## config.mk

```make
export PLATFORM = sky130hd
export DESIGN_NAME = dram_port_arbiter
export DESIGN_NICKNAME = d
export VERILOG_FILES = /design/src/rtl/dram_port_arbiter.sv
export SDC_FILE = /design/constraint.sdc
export NUM_CORES = 1
export LEC_CHECK = 0
export BUFFER_PORTS_ARGS = -buffer_cell sky130_fd_sc_hd__buf_2
export CAP_MARGIN = 10
export CORE_AREA = 2 2 89 91
export CTS_CLUSTER_DIAMETER = 120
export DETAILED_ROUTE_END_ITERATION = 16
export DIE_AREA = 0 0 91 93
export HOLD_SLACK_MARGIN = 0.02
export PLACE_DENSITY = 0.56
export SLEW_MARGIN = 40
export SYNTH_ARGS = -nofsm -noshare
export SYNTH_HDL_FRONTEND = slang
export SYNTH_SLANG_ARGS = --single-unit
export TNS_END_PERCENT = 20
```

## constraint.sdc

```tcl
create_clock -name clk -period 4.1 [get_ports clk]
set_input_delay 0.615 -clock clk [delete_from_list [all_inputs] [get_ports clk]]
set_output_delay 0.615 -clock clk [all_outputs]
set_load 0.01 [all_outputs]
```

## src/rtl/dram_port_arbiter.sv

```systemverilog
// dram_port_arbiter: two-client byte arbiter/sequencer for the TMS4464 SIMM DRAM controller.
// Clients p0/p1 present req/write/addr/wdata, get a gnt pulse when latched and a done pulse with rd_data.
// mem_* drive the controller's addr/write/ena/DQ and take back rd_data/busy/ack. err is a sticky timeout flag.
// DRAM_ARB_RR_EN selects round-robin between simultaneous requesters; undefined gives fixed priority to p0.
module dram_port_arbiter #(
  parameter int TIMEOUT = 255
) (
  input  logic        clk,
  input  logic        rst,
  input  logic        p0_req,
  input  logic        p0_write,
  input  logic [23:0] p0_addr,
  input  logic [7:0]  p0_wdata,
  input  logic        p1_req,
  input  logic        p1_write,
  input  logic [23:0] p1_addr,
  input  logic [7:0]  p1_wdata,
  output logic        p0_gnt,
  output logic        p1_gnt,
  output logic        p0_done,
  output logic        p1_done,
  output logic [7:0]  rd_data,
  output logic        err,
  output logic [23:0] mem_addr,
  output logic        mem_write,
  output logic        mem_ena,
  output logic [7:0]  mem_wdata,
  input  logic [7:0]  mem_rd_data,
  input  logic        mem_busy,
  input  logic        mem_ack
);
  localparam int CW = $clog2(TIMEOUT + 1);
  typedef enum logic [1:0] {IDLE, ISSUE, WAIT_DONE} state_t;
  state_t state, state_n;
  logic [CW-1:0] cnt;
  logic owner, sel, grant, abort, finish;
`ifdef DRAM_ARB_RR_EN
  logic last;
  assign sel = p0_req && p1_req ? ~last : p1_req;
`else
  assign sel = ~p0_req;
`endif
  // ack is only trusted together with busy; busy alone is a refresh, so keep waiting
  always_comb begin
    grant = state == IDLE && (p0_req || p1_req) && !mem_busy;
    abort = state != IDLE && cnt == '0;
    finish = state == WAIT_DONE && !mem_busy && !abort;
    state_n = grant ? ISSUE : abort || finish ? IDLE : state == ISSUE && mem_ack && mem_busy ? WAIT_DONE : state;
  end
  always_ff @(posedge clk) state <= rst ? IDLE : state_n;
  always_ff @(posedge clk) begin
    if (rst) begin
      {p0_gnt, p1_gnt, p0_done, p1_done, mem_ena, mem_write, err, owner} <= '0;
      mem_addr <= '0;
      mem_wdata <= '0;
      rd_data <= '0;
      cnt <= '0;
    end else begin
      p0_gnt <= grant && !sel;
      p1_gnt <= grant && sel;
      p0_done <= (abort || finish) && !owner;
      p1_done <= (abort || finish) && owner;
      mem_ena <= state_n == ISSUE;
      cnt <= grant ? CW'(TIMEOUT) : state != IDLE ? cnt - 1'b1 : cnt;
      if (grant) begin
        owner <= sel;
        mem_addr <= sel ? p1_addr : p0_addr;
        mem_write <= sel ? p1_write : p0_write;
        mem_wdata <= sel ? p1_wdata : p0_wdata;
      end
      if (abort || finish) rd_data <= abort ? 8'hFF : mem_rd_data;
      if (abort) err <= 1'b1;
    end
  end
`ifdef DRAM_ARB_RR_EN
  always_ff @(posedge clk) last <= rst ? 1'b1 : grant ? sel : last;
`endif
endmodule

```

After elaboration in Yosys (flattened, before gate mapping)
Index checks and enable logic that the tools add are counted.
{"block": "totals", "ff_bits": 58}
{"block": "classes", "n_reduce_logical": 20, "n_eq_ne": 3, "add_sub_neg": 1, "n_bitwise": 1, "mux": 9}
{"operator": "8-bit two-way mux", "n": 4}
{"operator": "24-bit two-way mux", "n": 1}
{"operator": "1-bit logical AND", "n": 11}
{"operator": "8-bit zero test", "n": 1}
{"operator": "8-bit by 1-bit subtractor with 8-bit output (second input constant)", "n": 1}
{"operator": "2-bit two-way mux", "n": 3}
{"operator": "2-bit by 1-bit == test with 1-bit output (second input constant)", "n": 2}
{"operator": "2-bit nonzero test", "n": 2}
{"operator": "1-bit zero test", "n": 3}
{"operator": "2-bit == test (second input constant)", "n": 1}
{"operator": "2-bit zero test", "n": 1}
{"operator": "1-bit logical OR", "n": 2}
{"operator": "1-bit two-way mux", "n": 1}
{"operator": "1-bit NOT", "n": 1}

Longest topological paths before layout
{"block": "logic_depth", "depth_word": 8, "ltp_mapped": 7, "ltp_nobuf": 6}

Least setup slack after synthesis
Ideal clock, no wire load.
{"block": "synth_timing", "kind": "input port to flip-flop", "startpoint": "input port rst", "endpoint": "register mem_addr[1]", "path_stages": 6, "slack_ns": 2.519, "arrival_ns": 1.463, "setup_time_ns": 0.117, "required_ns": 3.983, "path_cell_list": "buf_2 -> and4bb_1 -> buf_4 -> buf_6 -> a22oi_1 -> nand2_1"}
{"item": "start: declaration", "line_no": "9", "rtl": "input logic rst,"}
{"item": "end signal: assignment", "line_no": "67", "rtl": "mem_addr <= sel ? p1_addr : p0_addr;"}
{"item": "end: declaration", "line_no": "24", "rtl": "output logic [23:0] mem_addr,"}

Worst setup path after layout
{"block": "layout_timing", "startpoint": "input port mem_busy", "endpoint": "register mem_ena"}
{"block": "layout_between", "elab_chain_len": 7}
{"item": "start: declaration", "line_no": "29", "rtl": "input logic mem_busy,"}
{"item": "1-bit zero test", "line_no": "45, 47"}
{"item": "1-bit logical AND (2 in a row)", "line_no": "47", "rtl": "finish = state == WAIT_DONE && !mem_busy && !abort;"}
{"item": "1-bit logical OR", "line_no": "48", "rtl": "state_n = grant ? ISSUE : abort || finish ? IDLE : state == ISSUE && mem_ack && mem_busy ? WAIT_DONE : state;"}
{"item": "2-bit two-way mux", "line_no": "48"}
{"item": "2-bit two-way mux *", "line_no": "48"}
{"item": "2-bit by 1-bit == test with 1-bit output *", "line_no": "63", "rtl": "mem_ena <= state_n == ISSUE;"}
{"item": "end signal: assignment", "line_no": "53", "rtl": "{p0_gnt, p1_gnt, p0_done, p1_done, mem_ena, mem_write, err, owner} <= '0;"}
{"item": "end signal: assignment", "line_no": "63"}
{"item": "end: declaration", "line_no": "26", "rtl": "output logic mem_ena,"}
Every way passes the cells marked *; elsewhere a longest branch is shown, timed or not.
A chain may end at the register's enable or synchronous reset.

==> flow_summary.yaml <==
timing:
  slew_headroom_pct: 52.5
  finalCritPeriodShare_pct: 45.6
  rsz0062_at_grt: "no"
  hold_viol_final: 0
  fin_crit_ps: 1870
  finalSetupViolCount: 0
  setup_ws_ps: 2230
  setup_tns_ps: 0
  worst_slew_pin_slew_ps: 710
  finalMaxSlewViolations: 0
  finClkSkew_ps: 7.59
  max_freq_mhz: 535
critical_path:
  r2r_setup_slack_ps: 2260
  worstPathArrival_ps: 2140
  crit_type: "primary input to flop"
  cp-end-kind: "flop"
  cp.required_ps: 4370
  cp_max_fo: 20
  cp-start-kind: "primary input"
clock_network:
  clk_latency_ps: 320
  cts_htree_levels: 3
  postCtsSetupRepairBufs: 0
  clock-sinks: 58
  postCtsHoldBufs: 0
  root_buffer: "clkbuf_8"
  clockBufferDepth: 2
  tritoncts: "built"
  cts_buffers: 9
  path_clk_slew_ps: 70
  cts_resized: 0
yosys:
  synthMostInstantiatedCell: "nand2_1"
  synth-main-ff-cell: "dfxtp_1"
  syn_avg_cell_area_sq_um: 8.82
  ys_seq_area_share_pct: 51.0
  synth_compound_area_share_pct: 20.4
  async_flop_share_pct: 0
  synth_nets: 339
  synth_largest_area_cell: "dfxtp_1"
  synth_seq_cells: 58
  synth-simple-area-share_pct: 18.7
  synth_top_family_by_area: "compound AO/OA/AOI/OAI gates"
  synthMuxAreaShare_pct: 0.495
  synth_xor_area_share_pct: 2.69
  yosysTopAreaCellShare_pct: 51.0
  synth_edf_count: 0
  synthCells: 258
  synth.area.top_cells: "dfxtp_1, nand2_1, a22oi_1, a21oi_1, a31oi_1"
  synth-adder-area-share_pct: 0.550
  syn_area_sq_um: 2280
  synth_common_cells: "nand2_1, dfxtp_1, a22oi_1"
  ys_warn_count: 0
  ys_types: 33
power:
  power.density_nw_per_um2: 471
  ir_drop_v: 0.000188
  power_leakage_nw: 1.53
  power_mw: 1.50
detailed_routing:
  wire_per_inst_microns: 12.4
  wirelength_microns: 5980
  ant_nets: 0
  vias: 2209
  firstDrtPassIters: 4
  drc: 0
  via_per_inst: 4.56
  first_iter_violations: 62
placement:
  io_buffers: 126
  dpl.hpwl_microns: 4250
  placed_area_sq_um: 2940
  place_ws_ps: 1880
  gp_congestion: 0.707
finish:
  diodes: 0
  fin_area_sq_um: 3190
  syn_to_final_growth_pct: 40.4
  drive_above_1_share_pct: 39.5
  final_nets: 458
grt:
  grt_overflow_total: 0
  grt_pass1_wl_microns: 9270
  grt_usage_pct: 13.8
  first_global_vias: 1942
  grt_max_degree: 37
  antenna_found_initial: 0
floorplan:
  rows: 32
  dieWidth_microns: 91
  start_util_pct: 30.2
  dieArea_sq_um: 8460
  core_sq_um: 7530
  die_y_microns: 93
  pin_count: 127
outcome:
  outcome: "finished clean"
worst_hold_path:
  hp-class: "flop to flop"
flow_run:
  maxCapViolCount: 0
[registers in the layout, indices dropped and copies added (netlist names)]
name / cells
state: 2
p1_gnt: 1
p0_gnt: 1
rd_data: 8
mem_wdata: 8
mem_ena: 1
p0_done: 1
owner: 1
mem_write: 1
cnt: 8
mem_addr: 24
p1_done: 1
err: 1
[critical path, cell delays in order]
cell and delay, ps:
buf_2 140, nor3_2 350, nand2_1 520, o2bb2ai_1 360, and2_1 160
[routing by layer]
metal  global-route usage (%)  up-vias  wire length, microns
li1                         -     1137                     -
met1                     17.5      968                  2800
met2                     21.5       94                  2580
met3                     4.59       10                   522
met4                     6.06        0                    78
met5                        0        -                     0
[stage by stage]
stage / utilization, % / instances / hold WS, ps
floorplan: - / 258 / 400
global placement: 39.0 / 468 / 408
detailed placement: 39.1 / 468 / 419
CTS: 42.4 / 484 / 428
global route: 42.4 / 484 / 446
finish: 42.4 / 484 / 426
[cells in the final DEF (no fill, tap or decap), drive strengths merged, types with 2 or more instances in the layout]
master	instances
buf	127
nand2	75
dfxtp	58
a22oi	33
a21oi	21
clkbuf	12
a31oi	8
inv	7
xnor2	4
nor2	4
nor3	4
xor2	3
a211oi	3
bufinv	3
nand3	2
nor4b	2
[path summary, 6_finish.rpt]
check,cells after the start,from,end
max,5,mem_busy,mem_ena
min,1,owner,p0_done
max reg2reg,4,state[1],mem_ena
min reg2reg,1,owner,p0_done
[report_power, final]
part	internal, mW	switching, mW
Combinational	0.0987	0.110
Clock	0.437	0.217
Sequential	0.611	0.0297
[cells by family after synthesis]
family | after synthesis
compound gates | 70
xor+xnor | 7
fa+ha+maj | 1
buf+inv | 26
flops | 58
mux | 1
simple gates | 95
[layout make-up]
| class | count | area [sq um] |
|---|---|---|
| Multi-Input combinational cell | 174 | 988 |
| Clock inverter | 4 | 97.6 |
| Tap cell | 102 | 128 |
| Sequential cell | 58 | 1160 |
| Timing Repair Buffer | 127 | 638 |
| Fill cell | 789 | 4330 |
| Inverter | 7 | 26.3 |
| Clock buffer | 12 | 155 |
Note: power is estimated with default switching activity, not from simulation.
